<file path="config.mk">
export PLATFORM = sky130hd
export DESIGN_NAME = ram_data_port_arbiter
export DESIGN_NICKNAME = d
export VERILOG_FILES = /design/src/rtl/ram_data_port_arbiter_pkg.sv /design/src/rtl/ram_data_port_arbiter_rr_pick2.sv /design/src/rtl/ram_data_port_arbiter.sv
export SDC_FILE = /design/constraint.sdc
export NUM_CORES = 1
export LEC_CHECK = 0
export ABC_AREA = 1
export CAP_MARGIN = 10
export CORE_MARGIN = 2
export CORE_UTILIZATION = 30
export DETAILED_ROUTE_END_ITERATION = 7
export PLACE_DENSITY = 0.72
export REMOVE_ABC_BUFFERS = 1
export SYNTH_ARGS = -nofsm -noshare
export SYNTH_HDL_FRONTEND = slang
export SYNTH_SLANG_ARGS = --single-unit
export TNS_END_PERCENT = 5
</file>
<file path="constraint.sdc">
create_clock -name clk -period 2.05 [get_ports clk]
set_clock_uncertainty 0.05 [all_clocks]
set_input_delay 0.3075 -clock clk [delete_from_list [all_inputs] [get_ports clk]]
set_output_delay 0.3075 -clock clk [all_outputs]
set_load 0.01 [all_outputs]
</file>
<file path="src/rtl/ram_data_port_arbiter_pkg.sv">
// ram_data_port_arbiter_pkg
//   Shared definitions for the RAM data-port arbiter: default widths, the
//   arbiter state encoding, the rejected top-of-memory address and the
//   requester index constants.
package ram_data_port_arbiter_pkg;

  localparam int DEF_ADDR_WIDTH = 16;
  localparam int DEF_DATA_WIDTH = 16;
  localparam int DEF_MAX_BURST  = 8;

  typedef enum logic {
    IDLE  = 1'b0,
    GRANT = 1'b1
  } state_t;

  // A 16-bit access at the last byte address would straddle the top of memory.
  localparam logic [DEF_ADDR_WIDTH-1:0] BAD_ADDR = '1;

  localparam logic REQ_CPU    = 1'b0;  // CPU load/store unit
  localparam logic REQ_LOADER = 1'b1;  // program loader / peripheral DMA

endpackage

</file>
<file path="src/rtl/ram_data_port_arbiter_rr_pick2.sv">
// rr_pick2
//   Combinational two-way round-robin selector.
//   Ports:
//     req    in  2  pending requests
//     rr_ptr in  1  requester that has priority this time
//     owner  out 1  selected requester (rr_ptr if it requests, else the other)
//     any    out 1  at least one request is pending
module rr_pick2
  import ram_data_port_arbiter_pkg::*;
(
  input  logic [1:0] req,
  input  logic       rr_ptr,
  output logic       owner,
  output logic       any
);

  always_comb begin
    any   = |req;
    owner = req[rr_ptr] ? rr_ptr : ~rr_ptr;
  end

endmodule

</file>
<file path="src/rtl/ram_data_port_arbiter.sv">
// ram_data_port_arbiter
//   Shares the RAM's single data port between the CPU load/store unit
//   (requester 0) and the program loader / DMA (requester 1). Round-robin
//   arbitration, optional locked bursts of up to MAX_BURST grants, and
//   rejection of 16-bit accesses at the all-ones byte address.
//   Ports:
//     clk, rst_n           clock, asynchronous active-low reset
//     req, lock [1:0]      per-requester request / burst hold
//     we0/1, addr0/1,
//     wdata0/1             per-requester transaction
//     gnt [1:0]            one-hot grant; transaction taken at end of cycle
//     rvalid, err [1:0]    read-done / rejected pulse, one cycle after gnt
//     rdata                registered read data
//     ramAddr, ramInData,
//     ramWriteEn           to the RAM data port
//     ramDataOut           combinational read data from the RAM
module ram_data_port_arbiter
  import ram_data_port_arbiter_pkg::*;
#(
  parameter int ADDR_WIDTH = DEF_ADDR_WIDTH,
  parameter int DATA_WIDTH = DEF_DATA_WIDTH,
  parameter int MAX_BURST  = DEF_MAX_BURST
) (
  input  logic                  clk,
  input  logic                  rst_n,
  input  logic [1:0]            req,
  input  logic [1:0]            lock,
  input  logic                  we0,
  input  logic                  we1,
  input  logic [ADDR_WIDTH-1:0] addr0,
  input  logic [ADDR_WIDTH-1:0] addr1,
  input  logic [DATA_WIDTH-1:0] wdata0,
  input  logic [DATA_WIDTH-1:0] wdata1,
  output logic [1:0]            gnt,
  output logic [1:0]            rvalid,
  output logic [1:0]            err,
  output logic [DATA_WIDTH-1:0] rdata,
  output logic [ADDR_WIDTH-1:0] ramAddr,
  output logic [DATA_WIDTH-1:0] ramInData,
  output logic                  ramWriteEn,
  input  logic [DATA_WIDTH-1:0] ramDataOut
);

  localparam logic [7:0] BURST_LAST = 8'(MAX_BURST - 1);

  state_t                state_reg, state_next;
  logic                  owner_reg, owner_next;
  logic                  rr_ptr_reg, rr_ptr_next;
  logic [7:0]            burst_cnt_reg, burst_cnt_next;
  logic [1:0]            rvalid_reg, err_reg;
  logic [DATA_WIDTH-1:0] rdata_reg;

  logic                  pick_owner, pick_any;
  logic                  granting, bad;
  logic                  we_mux;
  logic [ADDR_WIDTH-1:0] addr_mux;
  logic [DATA_WIDTH-1:0] wdata_mux;
  logic [1:0]            owner_onehot;

  rr_pick2 u_pick (
    .req    (req),
    .rr_ptr (rr_ptr_reg),
    .owner  (pick_owner),
    .any    (pick_any)
  );

  genvar gi;
  generate
    for (gi = 0; gi < 2; gi++) begin : g_onehot
      assign owner_onehot[gi] = (owner_reg == 1'(gi));
    end
  endgenerate

  // Owner's transaction and the RAM port. Everything is gated by the state
  // register, so an asynchronous reset drops the RAM strobe immediately.
  always_comb begin
    granting   = (state_reg == GRANT);
    addr_mux   = (owner_reg == REQ_LOADER) ? addr1  : addr0;
    wdata_mux  = (owner_reg == REQ_LOADER) ? wdata1 : wdata0;
    we_mux     = (owner_reg == REQ_LOADER) ? we1    : we0;
    bad        = (addr_mux == '1);
    gnt        = granting ? owner_onehot : 2'b00;
    ramAddr    = granting ? addr_mux  : '0;
    ramInData  = granting ? wdata_mux : '0;
    ramWriteEn = granting & we_mux & ~bad;
  end

  always_comb begin
    state_next     = state_reg;
    owner_next     = owner_reg;
    rr_ptr_next    = rr_ptr_reg;
    burst_cnt_next = burst_cnt_reg;
    case (state_reg)
      IDLE: begin
        if (pick_any) begin
          state_next     = GRANT;
          owner_next     = pick_owner;
          burst_cnt_next = 8'd0;
        end
      end
      GRANT: begin
        // A locked owner keeps the port while it still requests and has
        // budget left; otherwise priority passes to the other requester.
        if (lock[owner_reg] && req[owner_reg] && (burst_cnt_reg < BURST_LAST)) begin
          burst_cnt_next = burst_cnt_reg + 8'd1;
        end else begin
          state_next     = IDLE;
          rr_ptr_next    = ~owner_reg;
          burst_cnt_next = 8'd0;
        end
      end
      default: state_next = IDLE;
    endcase
  end

  always_ff @(posedge clk or negedge rst_n) begin
    if (!rst_n) begin
      state_reg     <= IDLE;
      owner_reg     <= REQ_CPU;
      rr_ptr_reg    <= 1'b0;
      burst_cnt_reg <= 8'd0;
    end else begin
      state_reg     <= state_next;
      owner_reg     <= owner_next;
      rr_ptr_reg    <= rr_ptr_next;
      burst_cnt_reg <= burst_cnt_next;
    end
  end

  // Response registers: rvalid/err pulse one cycle after the grant; rdata
  // holds the last read result (zero after a rejected access).
  always_ff @(posedge clk or negedge rst_n) begin
    if (!rst_n) begin
      rvalid_reg <= 2'b00;
      err_reg    <= 2'b00;
      rdata_reg  <= '0;
    end else begin
      rvalid_reg <= 2'b00;
      err_reg    <= 2'b00;
      if (granting) begin
        if (bad) begin
          err_reg   <= owner_onehot;
          rdata_reg <= '0;
        end else if (!we_mux) begin
          rvalid_reg <= owner_onehot;
          rdata_reg  <= ramDataOut;
        end
      end
    end
  end

  assign rvalid = rvalid_reg;
  assign err    = err_reg;
  assign rdata  = rdata_reg;

endmodule

</file>
==> flow_metrics.env, run 1 <==
export IMPL_swShare=0.399
export IMPL_cts_root_buffer_cell="clkbuf_8"
export IMPL_cts_tree="yes"
export IMPL_n_fill_cell=563
export IMPL_synth_warnings=0
export IMPL_syn_area_sq_mm=0.00190
export IMPL_intPower_w=0.00243
export IMPL_drv_cap=0
export IMPL_die_area_sq_mm=0.00698
export IMPL_synth_top_cell_by_area="dfrtp_1"
export IMPL_dr_pass1_iters=4
export IMPL_synth_top_area_share=0.408
export IMPL_path_max_fanout=8
export IMPL_yosysSeqAreaShare=0.408
export IMPL_ys_ff_latch=31
export IMPL_use_met3=0.0524
export IMPL_violations="negative setup slack"
export IMPL_max_freq_mhz=480
export IMPL_final_area_sq_mm=0.00362
export IMPL_r2r_cells=13
export IMPL_grt_antenna_before_repair=0
export IMPL_synth_area_leaders="dfrtp_1 (41%), nand2_1 (18%), inv_1 (8.3%), a22o_1 (7.4%), nor2_1 (6.7%)"
export IMPL_fin_util=0.600
export IMPL_ys_types=24
export IMPL_instances_no_fill=502
export IMPL_peakVddDrop_mv=0.589
export IMPL_grt_usage=0.180
export IMPL_drv_slew=0
export IMPL_syn_avg_cell_area_sq_um=6.98
export IMPL_ios=143
export IMPL_wl_per_cell_um=12.7
export IMPL_dp_final_hpwl_um=4900
export IMPL_r2r_slack_ps=170
export IMPL_reg2reg_from="owner_reg$_DFFE_PN0P_"
export IMPL_p_leak_nw=1.99
export IMPL_clk_latency_ps=280
export IMPL_placed_area_sq_mm=0.00348
export IMPL_end_kind="primary output"
export IMPL_powerDensity_mw_per_mm2=1120
export IMPL_grtUsageMet2=0.314
export IMPL_final_nets=516
export IMPL_finalPower_w=0.00405
export IMPL_grt_setup_unrepaired="true"
export IMPL_seqCellArea_sq_um=777
export IMPL_vias_per_cell=4.56
export IMPL_worst_slack_ps=-33.0
export IMPL_startpoint="owner_reg$_DFFE_PN0P_"
export IMPL_grt_max_degree=32
export IMPL_use_met1=0.210
export IMPL_min_period_over_period=1.02
export IMPL_period_needed_ps=2080
export IMPL_outcome="complete, but fails checks"
export IMPL_coreArea_sq_mm=0.00603
export IMPL_vias=2288
export IMPL_regToRegEndpoint="rdata[0]$_DFFE_PN0P_"
export IMPL_fp_row_count=28
export IMPL_setup_viol=2
export IMPL_cts_sinks=31
export IMPL_die_x_um=83.6
export IMPL_antenna_cells=0
export IMPL_floorplan_initialDensity=0.315
export IMPL_crit_type="flip-flop to primary output"
export IMPL_combPwrFrac=0.650
export IMPL_hold_viol_final=0
export IMPL_drtAntennaViolNets=0
export IMPL_cts_buffers=5
export IMPL_critPathLaunchType="flip-flop"
export IMPL_htreeDepth=2
export IMPL_die_y_um=83.6
export IMPL_pwr_share_clk=0.116
export IMPL_largest_register_ffs=16
export IMPL_slew_headroom=0.623
export IMPL_drc=0
export IMPL_drive_above_1_share=0.103
export IMPL_cts_clk_slew_worst_paths_ps=60
export IMPL_ctsHoldBuffers=0
export IMPL_grt_first_pass_wirelength_um=10300
export IMPL_holdWs_ps=368
export IMPL_p_switching_w=0.00162
export IMPL_hp_class="input port to asynchronous set/reset pin"
export IMPL_grt_overflow=0
export IMPL_worstSetupEndpoint="ramWriteEn"
export IMPL_clockBufferDepth=2
export IMPL_grt_busiest_layer="met2"
export IMPL_dpl_cell_count=493
export IMPL_tightest_slew_ps=561
export IMPL_grt_pass1_vias=2229
export IMPL_area_growth_pct=90.5
export IMPL_globalplace_congestion=0.781
export IMPL_multiInputGateArea_sq_um=893
export IMPL_drtIter0Drc=77
export IMPL_syn_inst=272
export IMPL_required_ps=1690
export IMPL_arrival_ps=1730
export IMPL_routed_wl_um=6390
export IMPL_port_buffers=142
export IMPL_p_seq_frac=0.234
==> cells in the final DEF (no fill, tap or decap), types with 6 or more instances in the layout <==
cell type	count
buf_4	15
nand4_1	17
nand2_1	86
dlygate4sd2_1	19
inv_1	42
clkbuf_8	6
a22o_1	16
dlymetal6s2s_1	11
clkdlybuf4s50_1	108
dfrtp_1	30
nor2_1	33
nand2_2	6
==> routing by layer <==
layer / vias up / share of wire
met5: - / 0
li1: 1161 / -
met4: 0 / 0.024
met2: 81 / 0.50
met1: 1030 / 0.40
met3: 16 / 0.071
==> power by group through the flow <==
stage               Combinational, W  Sequential (W)  Clock [W]
global route                 0.00289        0.000974   0.000516
CTS                          0.00263        0.000939   0.000490
finish                       0.00263        0.000947   0.000471
global placement             0.00269        0.000938          0
detailed placement           0.00273        0.000943          0
floorplan                    0.00100         0.00108          0
==> layout make-up <==
type | instances | share of cell area
Clock buffer | 6 | 0.0228
Clock inverter | 1 | 0.00138
Inverter | 45 | 0.0477
Multi-Input combinational cell | 183 | 0.247
Sequential cell | 31 | 0.215
Tap cell | 75 | 0.0259
Timing Repair Buffer | 161 | 0.441
==> synthesized netlist by cell type, drive strengths merged <==
cell	n
nand2	93
xnor2	1
o21ai	8
clkbuf	2
o211ai	1
nor3	3
a21oi	1
nor2	34
nand4	17
a22o	16
buf	11
dfrtp	31
clkinv	1
xor2	1
nand3	5
ha	1
a211oi	1
inv	44
o21a	1
==> what timing repair did <==
| action | 4_1_cts | 5_1_grt |
|---|---|---|
| resized for setup | 36 | 22 |
| pin swaps | 0 | 8 |
| buffers inserted | 0 | 1 |
| setup endpoints to repair | 35 | 29 |
| cloned | 0 | 1 |
| endpoints found under the hold margin | 0 | 0 |
==> cell families after synthesis <==
kind of cell | synth area share
flip-flops | 0.408
buffers and inverters | 0.133
XOR/XNOR | 0.00922
AO/OA/AOI/OAI | 0.109
adder cells (fa/ha/maj) | 0.00659
AND/OR/NAND/NOR | 0.333
==> how the worst min path moves through the flow <==
stage	depth (start not counted)	slack (ps)	end
2_1_floorplan	0	-40	burst_cnt_reg[0]$_DFFE_PN0P_
3_3_place_gp	2	400	rr_ptr_reg$_DFFE_PN0P_
3_5_place_dp	2	410	rdata[13]$_DFFE_PN0P_
4_1_cts	2	370	rdata[7]$_DFFE_PN0P_
5_1_grt	2	420	rdata[7]$_DFFE_PN0P_
6_report	2	370	rdata[7]$_DFFE_PN0P_
==> critical path, cell delays in order, from the launching register on <==
cell	delay (ps)
dfrtp_2	480
clkbuf_16	190
nand2_2	60
o21ai_2	60
nor2_1	120
nand2_1	60
nor2_1	90
nand2_1	90
nand2_2	90
nor2_1	40
buf_2	150
==> per-stage QoR <==
stage          TNS [ps]  setup slack (ps)
4_1_cts           -99.5             -99.5
3_3_place_gp       -258              -258
3_5_place_dp       -272              -272
5_1_grt           -1220              -204
2_1_floorplan     -5200              -270
6_report          -36.1             -33.0
Note: power is estimated with default switching activity, not from simulation.
==> run 2: changes to the inputs <==
- clock period: 2.05 -> 2.1 ns (I/O delays scaled with it)
==> run 2 against run 1 <==
- the flow now finishes without violations
- worst hold slack improved by 4.6 ps
- via count down 0.39%
- global-route usage fell by 0.10 points
- clock power decreased by 1%
- sequential share of layout area up 0.11 points
- flip-flop and latch count is the same
- power is 3.4% lower
- cell count decreased by 0.40%
- largest cell class unchanged
==> flow_metrics.env, run 2 (synthesis results as in run 1) <==
export IMPL_outcome="finished clean"
export IMPL_cts_sinks=31
export IMPL_die_area_sq_mm=0.00698
export IMPL_antenna_cells=0
export IMPL_tightest_slew_ps=540
export IMPL_dp_final_hpwl_um=4850
export IMPL_hold_viol_final=0
export IMPL_critPathLaunchType="flip-flop"
export IMPL_cp_cell_sequence="buf_4 -> nand2_1 -> nand2_1 -> nor2_1 -> clkdlybuf4s50_1"
export IMPL_peakVddDrop_mv=0.531
export IMPL_globalplace_congestion=0.781
export IMPL_final_nets=514
export IMPL_die_x_um=83.6
export IMPL_setup_viol=0
export IMPL_drtAntennaViolNets=0
export IMPL_final_common_cell="clkdlybuf4s50_1"
export IMPL_p_leak_nw=1.93
export IMPL_routed_wl_um=6200
export IMPL_grt_setup_unrepaired="true"
export IMPL_cts_buffers=5
export IMPL_fp_row_count=28
export IMPL_path_common_cell="nand2_1"
export IMPL_clk_latency_ps=280
export IMPL_drv_slew=0
export IMPL_ios=143
export IMPL_slowest_stage="clkdlybuf4s50_1"
export IMPL_max_freq_mhz=492
export IMPL_coreArea_sq_mm=0.00603
export IMPL_period_needed_ps=2030
export IMPL_drc=0
export IMPL_n_fill_cell=565
export IMPL_largest_register_ffs=16
export IMPL_vias=2279
export IMPL_path_max_fanout=4
export IMPL_slew_headroom=0.637
export IMPL_grt_first_pass_wirelength_um=10300
export IMPL_crit_type="flip-flop to primary output"
export IMPL_r2r_slack_ps=370
export IMPL_grt_usage=0.179
export IMPL_drtIter0Drc=83
export IMPL_end_kind="primary output"
export IMPL_htreeDepth=2
export IMPL_cts_tree="yes"
export IMPL_dpl_cell_count=493
export IMPL_post_cts_buffers=0
export IMPL_hp_class="input port to asynchronous set/reset pin"
export IMPL_die_y_um=83.6
export IMPL_cp_slowest_stage_delay_ps=540
export IMPL_area_growth_pct=89.5
export IMPL_grt_max_degree=32
export IMPL_vias_per_cell=4.56
export IMPL_r2r_cells=12
export IMPL_instances_no_fill=500
export IMPL_regToRegEndpoint="rdata[0]$_DFFE_PN0P_"
export IMPL_cts_clk_slew_worst_paths_ps=60
export IMPL_grt_antenna_before_repair=0
export IMPL_port_buffers=142
export IMPL_arrival_ps=1670
export IMPL_clockBufferDepth=2
export IMPL_crit_buf_inv=2
export IMPL_grt_pass1_vias=2172
export IMPL_drv_cap=0
export IMPL_layout_common_cells="clkdlybuf4s50_1 (111), nand2_1 (88), inv_1 (42), nor2_1 (33), dfrtp_1 (30)"
export IMPL_drive_above_1_share=0.0824
export IMPL_dr_pass1_iters=4
export IMPL_reg2reg_from="owner_reg$_DFFE_PN0P_"
export IMPL_required_ps=1740
export IMPL_min_period_over_period=0.969
export IMPL_wl_per_cell_um=12.4
export IMPL_grt_overflow=0
export IMPL_crit_family="buffers and inverters"
export IMPL_powerDensity_mw_per_mm2=1090
export IMPL_floorplan_initialDensity=0.315
export IMPL_finalPower_w=0.00391
export IMPL_cts_root_buffer_cell="clkbuf_8"
-- run 2: cell types whose count changed in the layout (fill, tap and decap cells not counted), sizes merged --
cell,previous run,this run
clkdlybuf4s15,0,12
clkbuf,10,6
dlymetal6s2s,11,10
dlygate4sd2,19,8
clkdlybuf4s50,108,111
buf,19,18
-- run 2: how the worst max path moves through the flow --
| stage | slack, ps | to | cells after the start | start |
|---|---|---|---|---|
| 2_1_floorplan | -230 | ramInData[0] | 3 | granting$_DFF_PN0_ |
| 3_3_place_gp | -220 | ramWriteEn | 11 | addr0[6] |
| 3_5_place_dp | -230 | ramWriteEn | 11 | addr1[6] |
| 4_1_cts | 20 | ramInData[8] | 6 | owner_reg$_DFFE_PN0P_ |
| 5_1_grt | -60 | ramWriteEn | 10 | owner_reg$_DFFE_PN0P_ |
| 6_report | 70 | ramAddr[6] | 5 | owner_reg$_DFFE_PN0P_ |
-- run 2: layer usage --
| layer | track usage | share of wire | vias to the layer above |
|---|---|---|---|
| li1 | - | - | 1157 |
| met3 | 0.0514 | 0.068 | 10 |
| met5 | 0 | 0 | - |
| met4 | 0.0499 | 0.013 | 0 |
| met1 | 0.210 | 0.41 | 1027 |
| met2 | 0.319 | 0.51 | 85 |
-- run 2: timing repair --
action                                  CTS  global route
pin swaps                                 1             1
endpoints found under the setup margin   34            27
hold buffers                              0             0
cloned                                    0             0
endpoints found under the hold margin     0             0
gates resized for setup                  32            25
-- run 2: power by group --
| part | internal, W | switching, W | total, W |
|---|---|---|---|
| Sequential | 0.000794 | 0.000122 | 0.000916 |
| Clock | 0.000256 | 0.000210 | 0.000466 |
| Combinational | 0.00132 | 0.00121 | 0.00253 |
| Total | 0.00237 | 0.00155 | 0.00391 |
-- run 2: worst reg2reg max path: cells and delay by family (launching register included) --
kind	cells	cell delay, ps
buffers and inverters	2	280
and+or+nand+nor	10	830
DFF	1	460
-- run 2: stage by stage --
step                hold slack (ps)  setup TNS (ps)   util  setup slack [ps]  cell area, sq um
finish                          373               0  0.597              65.7              3600
CTS                             385               0  0.589              15.2              3550
global route                    412           -59.4  0.597             -59.4              3600
detailed placement              408            -230  0.578              -230              3480
global placement                403            -223  0.578              -223              3480
floorplan                     -30.6           -3690      -              -227              1820
-- run 2: final cells by class --
class                           instances  area [sq um]  share of cell area
Tap cell                               75          93.8              0.0261
Clock inverter                          1          5.00             0.00139
Clock buffer                            6          82.6              0.0229
Timing Repair Buffer                  159          1590               0.441
Multi-Input combinational cell        183           881               0.245
Sequential cell                        31           777               0.216
Inverter                               45           173              0.0480
